$ cat config.mk
export PLATFORM = sky130hd
export DESIGN_NAME = srl_var_delay
export DESIGN_NICKNAME = d
export VERILOG_FILES = /design/src/rtl/srl_var_delay.sv
export SDC_FILE = /design/constraint.sdc
export NUM_CORES = 1
export LEC_CHECK = 0
export ABC_CLOCK_PERIOD_IN_PS = 6600
export CORE_AREA = 5 5 193 195
export CTS_CLUSTER_DIAMETER = 200
export DETAILED_ROUTE_END_ITERATION = 12
export DIE_AREA = 0 0 198 200
export PLACE_DENSITY = 0.85
export SLEW_MARGIN = 25
export SYNTH_ARGS = -nofsm -noshare
export SYNTH_HDL_FRONTEND = slang
export SYNTH_SLANG_ARGS = --single-unit
export TNS_END_PERCENT = 10
$ cat constraint.sdc
create_clock -name iclk -period 6.6 [get_ports iclk]
set_input_delay 1.65 -clock iclk [delete_from_list [all_inputs] [get_ports iclk]]
set_output_delay 1.65 -clock iclk [all_outputs]
set_load 0.02 [all_outputs]
$ cat src/rtl/srl_var_delay.sv
// srl_var_delay: multi-bit shift-register delay line with a runtime-selectable
// delay of 1..MAX_DEPTH enabled clocks, plus an optional output register.
//
// Ports:
//   iclk   - clock, all logic on the rising edge
//   irst   - asynchronous active-high reset
//   ice    - clock enable for the shift array, output register and fill counter
//   id     - input data word
//   idelay - requested delay in enabled clocks (0 clamps to 1, >MAX_DEPTH clamps to MAX_DEPTH)
//   oq     - delayed data
//   ovalid - line has refilled since the last reset or delay change
//   odelay - effective delay currently applied
module srl_var_delay #(
   parameter int unsigned WIDTH     = 8,
   parameter int unsigned MAX_DEPTH = 64,
   parameter int unsigned OREG      = 1,
   localparam int unsigned DW       = $clog2(MAX_DEPTH + 1)
) (
   input  logic             iclk,
   input  logic             irst,
   input  logic             ice,
   input  logic [WIDTH-1:0] id,
   input  logic [DW-1:0]    idelay,
   output logic [WIDTH-1:0] oq,
   output logic             ovalid,
   output logic [DW-1:0]    odelay
);

   localparam int unsigned FW = $clog2(MAX_DEPTH + 2);
   localparam int unsigned AW = $clog2(MAX_DEPTH);

   logic [WIDTH-1:0] sr [MAX_DEPTH];
   logic [DW-1:0]    dly_c;
   logic [DW-1:0]    dly_r;
   logic [FW-1:0]    fcnt;
   logic [FW-1:0]    tgt_c;
   logic [AW-1:0]    tap_idx_c;
   logic [WIDTH-1:0] tap_c;
   logic             chg_c;

   // Shift array carries no reset so it maps onto SRL primitives
   always_ff @(posedge iclk) begin
      if (ice) begin
         sr[0] <= id;
         for (int k = 1; k < MAX_DEPTH; k++) begin
            sr[k] <= sr[k-1];
         end
      end
   end

   // Clamp the requested delay into 1..MAX_DEPTH
   always_comb begin
      dly_c = idelay;
      if (idelay == '0) begin
         dly_c = DW'(1);
      end else if (idelay > DW'(MAX_DEPTH)) begin
         dly_c = DW'(MAX_DEPTH);
      end
   end

   // Delay capture runs every edge so a change is seen even while ice is low
   always_ff @(posedge iclk or posedge irst) begin
      if (irst) begin
         dly_r <= DW'(MAX_DEPTH);
      end else begin
         dly_r <= dly_c;
      end
   end

   assign chg_c     = (dly_c != dly_r);
   assign tgt_c     = FW'(dly_r) + FW'(OREG);
   assign tap_idx_c = AW'(dly_r - DW'(1));
   assign tap_c     = sr[tap_idx_c];

   // Fill counter: a delay change restarts the refill, even on an enabled edge
   always_ff @(posedge iclk or posedge irst) begin
      if (irst) begin
         fcnt <= '0;
      end else if (chg_c) begin
         fcnt <= '0;
      end else if (ice && (fcnt < tgt_c)) begin
         fcnt <= fcnt + FW'(1);
      end
   end

   // A pending change masks valid immediately, before the counter clears
   assign ovalid = (fcnt == tgt_c) && !chg_c;
   assign odelay = dly_r;

   generate
      if (OREG != 0) begin : g_oreg
         always_ff @(posedge iclk or posedge irst) begin
            if (irst) begin
               oq <= '0;
            end else if (ice) begin
               oq <= tap_c;
            end
         end
      end else begin : g_noreg
         assign oq = tap_c;
      end
   endgenerate

endmodule

==> impl_results.md, run 1 <==
- Sink Count: 534
- GRT Resource Usage Total: 20.4%
- Cells after Synth: 970
- Rel. slew slack: 23.6%
- Num ports: 34
- IO Port Bufs: 33
- Clk slew on worst S/H paths: ~0.07 ns
- Hpwl dp: 22000 um
- Clk_skew: 0.0175 ns
- Final Slew Violations: 0
- Max Clk Rate: about 0.17 GHz
- CP Launch Type: input port
- Post-DR wirelength/cell: between 20 and 30 um
- Worst reg2reg path endpoint: oq[4]$_DFFE_PP0P_
- Die area: 39600 um^2
- Clk Latency, worst-skew pair: 0.56 ns
- Setup_tns: 0 ns
- Filler Cell Count: 2140
- Pwr Total: 7.55 mW
- WL final: 40300 um
- Antenna diode count: 0
- Dominant cell type by area after synthesis: edfxtp_1
- CTS tree: done
- DRC errors left: 0
- Mapped Area: 20900 um^2
- Comb power frac: under 10%
- Routability cong.: 0.794
- Top cell type's share of synthesized area: 73.5%
- Antenna violations before repair: 0
- Most frequent CP cell: clkdlybuf4s50_1
- Num rows: 69
- Synth Area in Simple Gates: 2.79%
- Synthesized area per cell: 21.6 um^2
- CTS root buf: clkbuf_16
- WP data arrival: ~4.2 ns
- Layout cells sized above 1: 22.9%
- Main synth FF type: edfxtp_1
- Count leader, synth: edfxtp_1
- Post-CTS Setup Repair Bufs: 0
- Leak: around 7.8 nW
- RSZ-0062 raised after global routing: false
- CORE AREA: 35200 um^2
- Die W: 198 um
- Nets: 1053
- Crit path max-delay family: buffers and inverters
- First-pass GRT wire length: 62000 um
- Status: finished clean
- Final Util: 66.4%
- Endpoint type of the worst setup path: primary output
- Critical path endpoint: ovalid
- Syn. warnings: 0
- Compound-cell area share of the yosys netlist: 2.13%
- Setup-failing EPs final: 0
- Final worst path period need: approximately 5.8 ns
- Crit path kind: input port to primary output
- Sequential area share after synthesis: 76.1%
- R2r setup slk: roughly 2.8 ns
- CP startpoint: idelay[6]
- Synth cell count leaders: edfxtp_1, mux4_2, nand2_1
- Slowest cell on the critical path: clkdlybuf4s50_1
- CTS H-Tree Depth: 2
- Clk pwr share: 37.1%
- Post-synthesis cell type count: 49
- Final hold vios: 0
- Critical-path cell list: clkdlybuf4s50_1, a2111o_1, a221oi_1, nand4_1, buf_4, nor3_1, clkdlybuf4s50_1
- Num CTS Buffers: 50
- Synth area leaders: edfxtp_1, mux4_2, dfrtp_1, nand2_1, nor2b_1
- Syn_nets: 998
- Die Y: 200 um
- Register-to-Register Path Depth: 8
- Max Cap Viol: 0
- Pint: 5.86 mW
- Drt via density: around 6.5
- Post-synth EDFFs: slightly above 500
- Post-synth ARST share: 4.12%
- XOR/XNOR Fraction of Synth Area: 0.586%
- Switching share of power: 22.3%
- PD cells: roughly 320 nW/um^2
- Bufs on Longest Clock Path: 3
- Flops & latches, synth: between 500 and 600
- Main combinational cell family by area after synthesis: multiplexers
- Net Switching: 1.68 mW
- Pin count of the biggest net entering global routing: 83
- Maximum VDD drop: 0.251 mV
- Vias in the first global route: 10100
- Class of the worst hold path: flop to flop
- Initial Util: 59.4%
- Post-route ant nets: 0
- Worst Path Max Fanout: 13
- Hold buffer count at cts: 0
- Final period util: between 80% and 90%
- Critical Path RT: 4.95 ns
- Post-cts sizing count: 0
- Final hold slack: 0.442 ns
- Pre-Repair DR Iteration Count: 6
- Worst reg2reg startpoint: odelay[1]$_DFF_PP0_
- Vias after detailed routing: 9937
- Multiplexer share of the synthesized area: 16.4%
- Worst Path Buf+Inv: 3
- Overflow after GRT: 0
- Slew @ Worst Pin: 1.14 ns
- Post-Synth Adder-Cell Area: less than 1%
- Critical Path Stages: 7
- Area Growth Syn to Fin: 11.8%
- Seq pwr share: 54.0%
- Worst path max stage delay: between 0.6 and 0.7 ns
- Initial drt markers: 1082
## logic make-up (layout without fill, tap and decap cells)
family                   Yosys count  after routing
AND/OR/NAND/NOR                  125            125
multiplexers                     162            162
adder cells (fa/ha/maj)           10             10
XOR/XNOR                          14             14
buffers and inverters             61            156
AO/OA/AOI/OAI                     64             64
flip-flops                       534            534
## metal layers
metal | track usage (%) | vias to the layer above | share of wire, %
met5 | 0 | - | 0
met4 | 4.85 | 0 | 1.9
met3 | 3.05 | 58 | 6.2
met2 | 33.9 | 434 | 51
met1 | 29.6 | 5305 | 41
li1 | - | 4140 | -
## worst reg2reg max path, delay by kind of cell (launching register included)
family,cells,cell delay (ns)
AO/OA/AOI/OAI,1,0.29
flip-flops,1,0.46
multiplexers,3,1.30
buffers and inverters,2,0.83
AND/OR/NAND/NOR,1,0.11
adder cells (fa/ha/maj),1,0.70
## state kept, by name, summed over array words and instances (netlist names)
register,flops
sr,512
oq,8
fcnt,7
odelay,7
## final cells by class
cell class / count / area [um^2] / area share (%)
Sequential cell: 534 / 15900 / 68.1
Multi-Input combinational cell: 375 / 4800 / 20.5
Clock buffer: 75 / 1420 / 6.06
Tap cell: 461 / 577 / 2.46
Timing Repair Buffer: 50 / 479 / 2.05
Clock inverter: 17 / 151 / 0.647
Inverter: 14 / 52.6 / 0.225
## cell usage in the layout (no fill, tap or decap), types with 3 or more instances in the layout
| cell | Yosys | final |
|---|---|---|
| nor3_1 | 4 | 4 |
| mux2i_1 | 10 | 9 |
| inv_1 | 14 | 13 |
| clkbuf_1 | 24 | 21 |
| edfxtp_1 | 512 | 512 |
| bufinv_16 | 0 | 3 |
| mux2_2 | 8 | 8 |
| xor2_1 | 6 | 5 |
| clkinv_1 | 0 | 11 |
| nand3_1 | 7 | 7 |
| nor2_1 | 26 | 26 |
| clkbuf_16 | 0 | 53 |
| a221o_1 | 8 | 8 |
| clkinv_2 | 0 | 3 |
| clkdlybuf4s50_1 | 0 | 32 |
| o21ai_0 | 3 | 3 |
| xnor2_1 | 8 | 5 |
| xnor2_2 | 0 | 3 |
| dfrtp_1 | 21 | 20 |
| nor2b_1 | 24 | 24 |
| a21oi_1 | 27 | 27 |
| buf_4 | 6 | 15 |
| ha_1 | 10 | 9 |
| nand2_1 | 52 | 52 |
| o211ai_1 | 8 | 8 |
| mux4_2 | 144 | 144 |
## power by group through the flow
stage	Combinational, mW	Clock, mW	Sequential, mW
CTS	0.679	2.84	4.07
finish	0.673	2.80	4.08
global route	0.717	3.00	4.09
global placement	0.642	0	4.11
floorplan	0.405	0	4.09
detailed placement	0.663	0	4.13
## metrics by stage
step / instance area [um^2] / setup slack [ns] / std cells
after global placement: 21800 / 0.825 / 1434
final: 23400 / 0.795 / 1526
after detailed placement: 21800 / 0.829 / 1434
after floorplan: 20900 / 1.74 / 970
after CTS: 23400 / 0.792 / 1526
after global routing: 23400 / 0.691 / 1526
## worst min-delay path by stage
stage,startpoint,to,slack [ns],depth (start not counted)
4_1_cts,sr[21][5]$_DFFE_PP_,sr[22][5]$_DFFE_PP_,0.44,0
3_3_place_gp,sr[38][3]$_DFFE_PP_,sr[39][3]$_DFFE_PP_,0.42,0
3_5_place_dp,sr[21][5]$_DFFE_PP_,sr[22][5]$_DFFE_PP_,0.43,0
2_1_floorplan,sr[9][0]$_DFFE_PP_,sr[10][0]$_DFFE_PP_,0.42,0
6_report,sr[46][5]$_DFFE_PP_,sr[47][5]$_DFFE_PP_,0.44,0
5_1_grt,sr[1][2]$_DFFE_PP_,sr[2][2]$_DFFE_PP_,0.45,0
(Power assumes the default switching activity.)
==> run 2: changes to the inputs <==
Settings changed: CAP_MARGIN set to 5, REMOVE_ABC_BUFFERS set to 1.
==> impl_results.md, run 2 (synthesis gave the netlist of run 1 again) <==
- DRC errors left: 0 (unchanged)
- Most frequent cells in the layout: edfxtp_1, mux4_2, clkbuf_16
- Most common cell after layout, fill and taps aside: edfxtp_1
- Post-CTS Setup Repair Bufs: 0 (unchanged)
- RSZ-0062 raised after global routing: false
- Max Clk Rate: 0.169 GHz (-2.1%)
- Num ports: 34 (unchanged)
- Vias after detailed routing: 9892 (-0.45%)
- Endpoint type of the worst setup path: primary output
- Largest regs: sr x512, oq x8
- Hold path depth: 0 (unchanged)
- Post-route ant nets: 0 (unchanged)
- Post-DR wirelength/cell: 26.2 um (-0.83%)
- Vias in the first global route: 10100 (+0.20%)
- Setup-failing EPs final: 0 (unchanged)
- CTS H-Tree Depth: 2 (unchanged)
- Pre-Repair DR Iteration Count: 5 (-1)
- Largest reg by FF count: sr
- Class of the worst hold path: flop to flop
- Die W: 198 um (unchanged)
- Number of flip-flops in the largest register: 512 (unchanged)
- Drt via density: 6.45 (-0.91%)
- Hpwl dp: 20800 um (-5.4%)
- Die area: 39600 um^2 (unchanged)
- Hold buffer count at cts: 0 (unchanged)
- Worst hold start: sr[62][2]$_DFFE_PP_
- Antenna diode count: 0 (unchanged)
- Num rows: 69 (unchanged)
- Final hold vios: 0 (unchanged)
- Final Slew Violations: 0 (unchanged)
- Register-to-Register Path Depth: 8 (unchanged)
- Setup WS pre-CTS: 0.652 ns (-0.177 ns)
- Slew @ Worst Pin: 1.01 ns (-0.129 ns)
- Max Cap Viol: 0 (unchanged)
- Setup_tns: 0 ns (unchanged)
- CP Launch Type: input port
- Antenna violations before repair: 0 (unchanged)
- WL final: 40200 um (-0.38%)
- Rel. slew slack: 32.4% (+8.8 points)
- Overflow after GRT: 0 (unchanged)
- Initial Util: 59.4% (unchanged)
- GRT Resource Usage Total: 19.9% (-0.49 points)
- Worst reg2reg path endpoint: oq[2]$_DFFE_PP0P_
- Sink Count: 534 (unchanged)
- Pin count of the biggest net entering global routing: 189 (+130%)
- Final hold slack: 0.439 ns (-0.00319 ns)
- Post-cts sizing count: 0 (unchanged)
- CORE AREA: 35200 um^2 (unchanged)
- CTS tree: done
- Final worst path period need: 5.93 ns (+0.126 ns)
- Critical Path RT: 4.95 ns (about the same)
- Clk slew on worst S/H paths: 0.06 ns (about the same)
- Area Growth Syn to Fin: 12.5%
- R2r setup slk: 2.48 ns (-0.30 ns)
- Pwr Total: 7.69 mW (+1.8%)
- Hold path endpoint: sr[63][2]$_DFFE_PP_
- Clk_skew: 0.0233 ns (+0.00582 ns)
- Maximum VDD drop: 0.202 mV (-20%)
- Cell area after layout: 23600 um^2 (+0.65%)
- WP data arrival: 4.28 ns (+0.12 ns)
- Layout cells sized above 1: 23.7% (+0.78 points)
- Worst reg2reg startpoint: odelay[0]$_DFF_PP0_
- Crit path kind: input port to primary output
- Worst Slack Setup Final: 0.668 ns (-0.126 ns)
- Filler Cell Count: 2135 (-0.23%)
- Status: finished clean
- PD cells: 326 nW/um^2 (+1.2%)
- Routability cong.: 0.716 (-9.8%)
- Bufs on Longest Clock Path: 3 (unchanged)
- Num CTS Buffers: 53 (+6.0%)
- Final period util: 89.9% (+1.9 points)
- Die Y: 200 um (unchanged)
- Leak: 7.86 nW (+1.1%)
- IO Port Bufs: 33 (unchanged)
- First-pass GRT wire length: 60700 um (-2.1%)
- Placed cell areas: 21800 um^2 (about the same)
- Clk Latency, worst-skew pair: 0.57 ns (about the same)
- Worst Path Max Fanout: 3 (-10)
- Nets: 1056 (+0.28%)
- Initial drt markers: 1157 (+6.9%)
- CTS root buf: clkbuf_16
==> run 2: changes by cell type in the layout (fill, tap and decap cells not counted), sizes merged <==
| cell | delta |
|---|---|
| clkbuf | -9 |
| bufinv | +2 |
| inv | +2 |
| clkinv | +12 |
==> run 2: how the worst max path moves through the flow <==
stage | start | end | slack, ns | cells after the start
finish | idelay[5] | ovalid | 0.67 | 7
global route | idelay[5] | ovalid | 0.55 | 7
detailed placement | idelay[5] | ovalid | 0.65 | 7
CTS | idelay[5] | ovalid | 0.65 | 7
global placement | idelay[5] | ovalid | 0.66 | 7
floorplan | odelay[0]$_DFF_PP0_ | ovalid | -4.47 | 6
==> run 2: worst max-delay path, stage by stage <==
cell             delay [ns]
clkdlybuf4s50_1        0.46
xor2_1                 0.16
a2111o_1               0.29
a221oi_1               0.55
nand4_1                0.21
nor3_1                 0.30
clkdlybuf4s50_1        0.66
==> run 2: per-layer routing <==
| metal | wire length [um] | vias to the layer above | track usage [%] |
|---|---|---|---|
| li1 | - | 4155 | - |
| met2 | 20500 | 439 | 33.1 |
| met3 | 2510 | 77 | 3.39 |
| met5 | 0 | - | 0 |
| met1 | 16100 | 5221 | 28.2 |
| met4 | 1040 | 0 | 5.66 |
==> run 2: stage by stage <==
stage,utilization [%],std cells
after global routing,66.9,1533
after detailed placement,61.9,1432
after floorplan,-,923
after CTS,66.7,1531
after global placement,61.9,1432
final,66.9,1533
==> run 2: area by class of cell <==
| type | count | area [um^2] | area share (%) |
|---|---|---|---|
| Multi-Input combinational cell | 375 | 4780 | 20.3 |
| Tap cell | 461 | 577 | 2.45 |
| Clock inverter | 33 | 290 | 1.23 |
| Clock buffer | 66 | 1400 | 5.93 |
| Timing Repair Buffer | 50 | 528 | 2.24 |
| Inverter | 14 | 52.6 | 0.223 |
| Sequential cell | 534 | 15900 | 67.6 |
==> run 2: power by group <==
group          switching, mW  internal (mW)  total, mW
sequential             0.134           3.95       4.08
clock                   1.24           1.70       2.94
combinational          0.348          0.317      0.665
total                   1.73           5.96       7.69
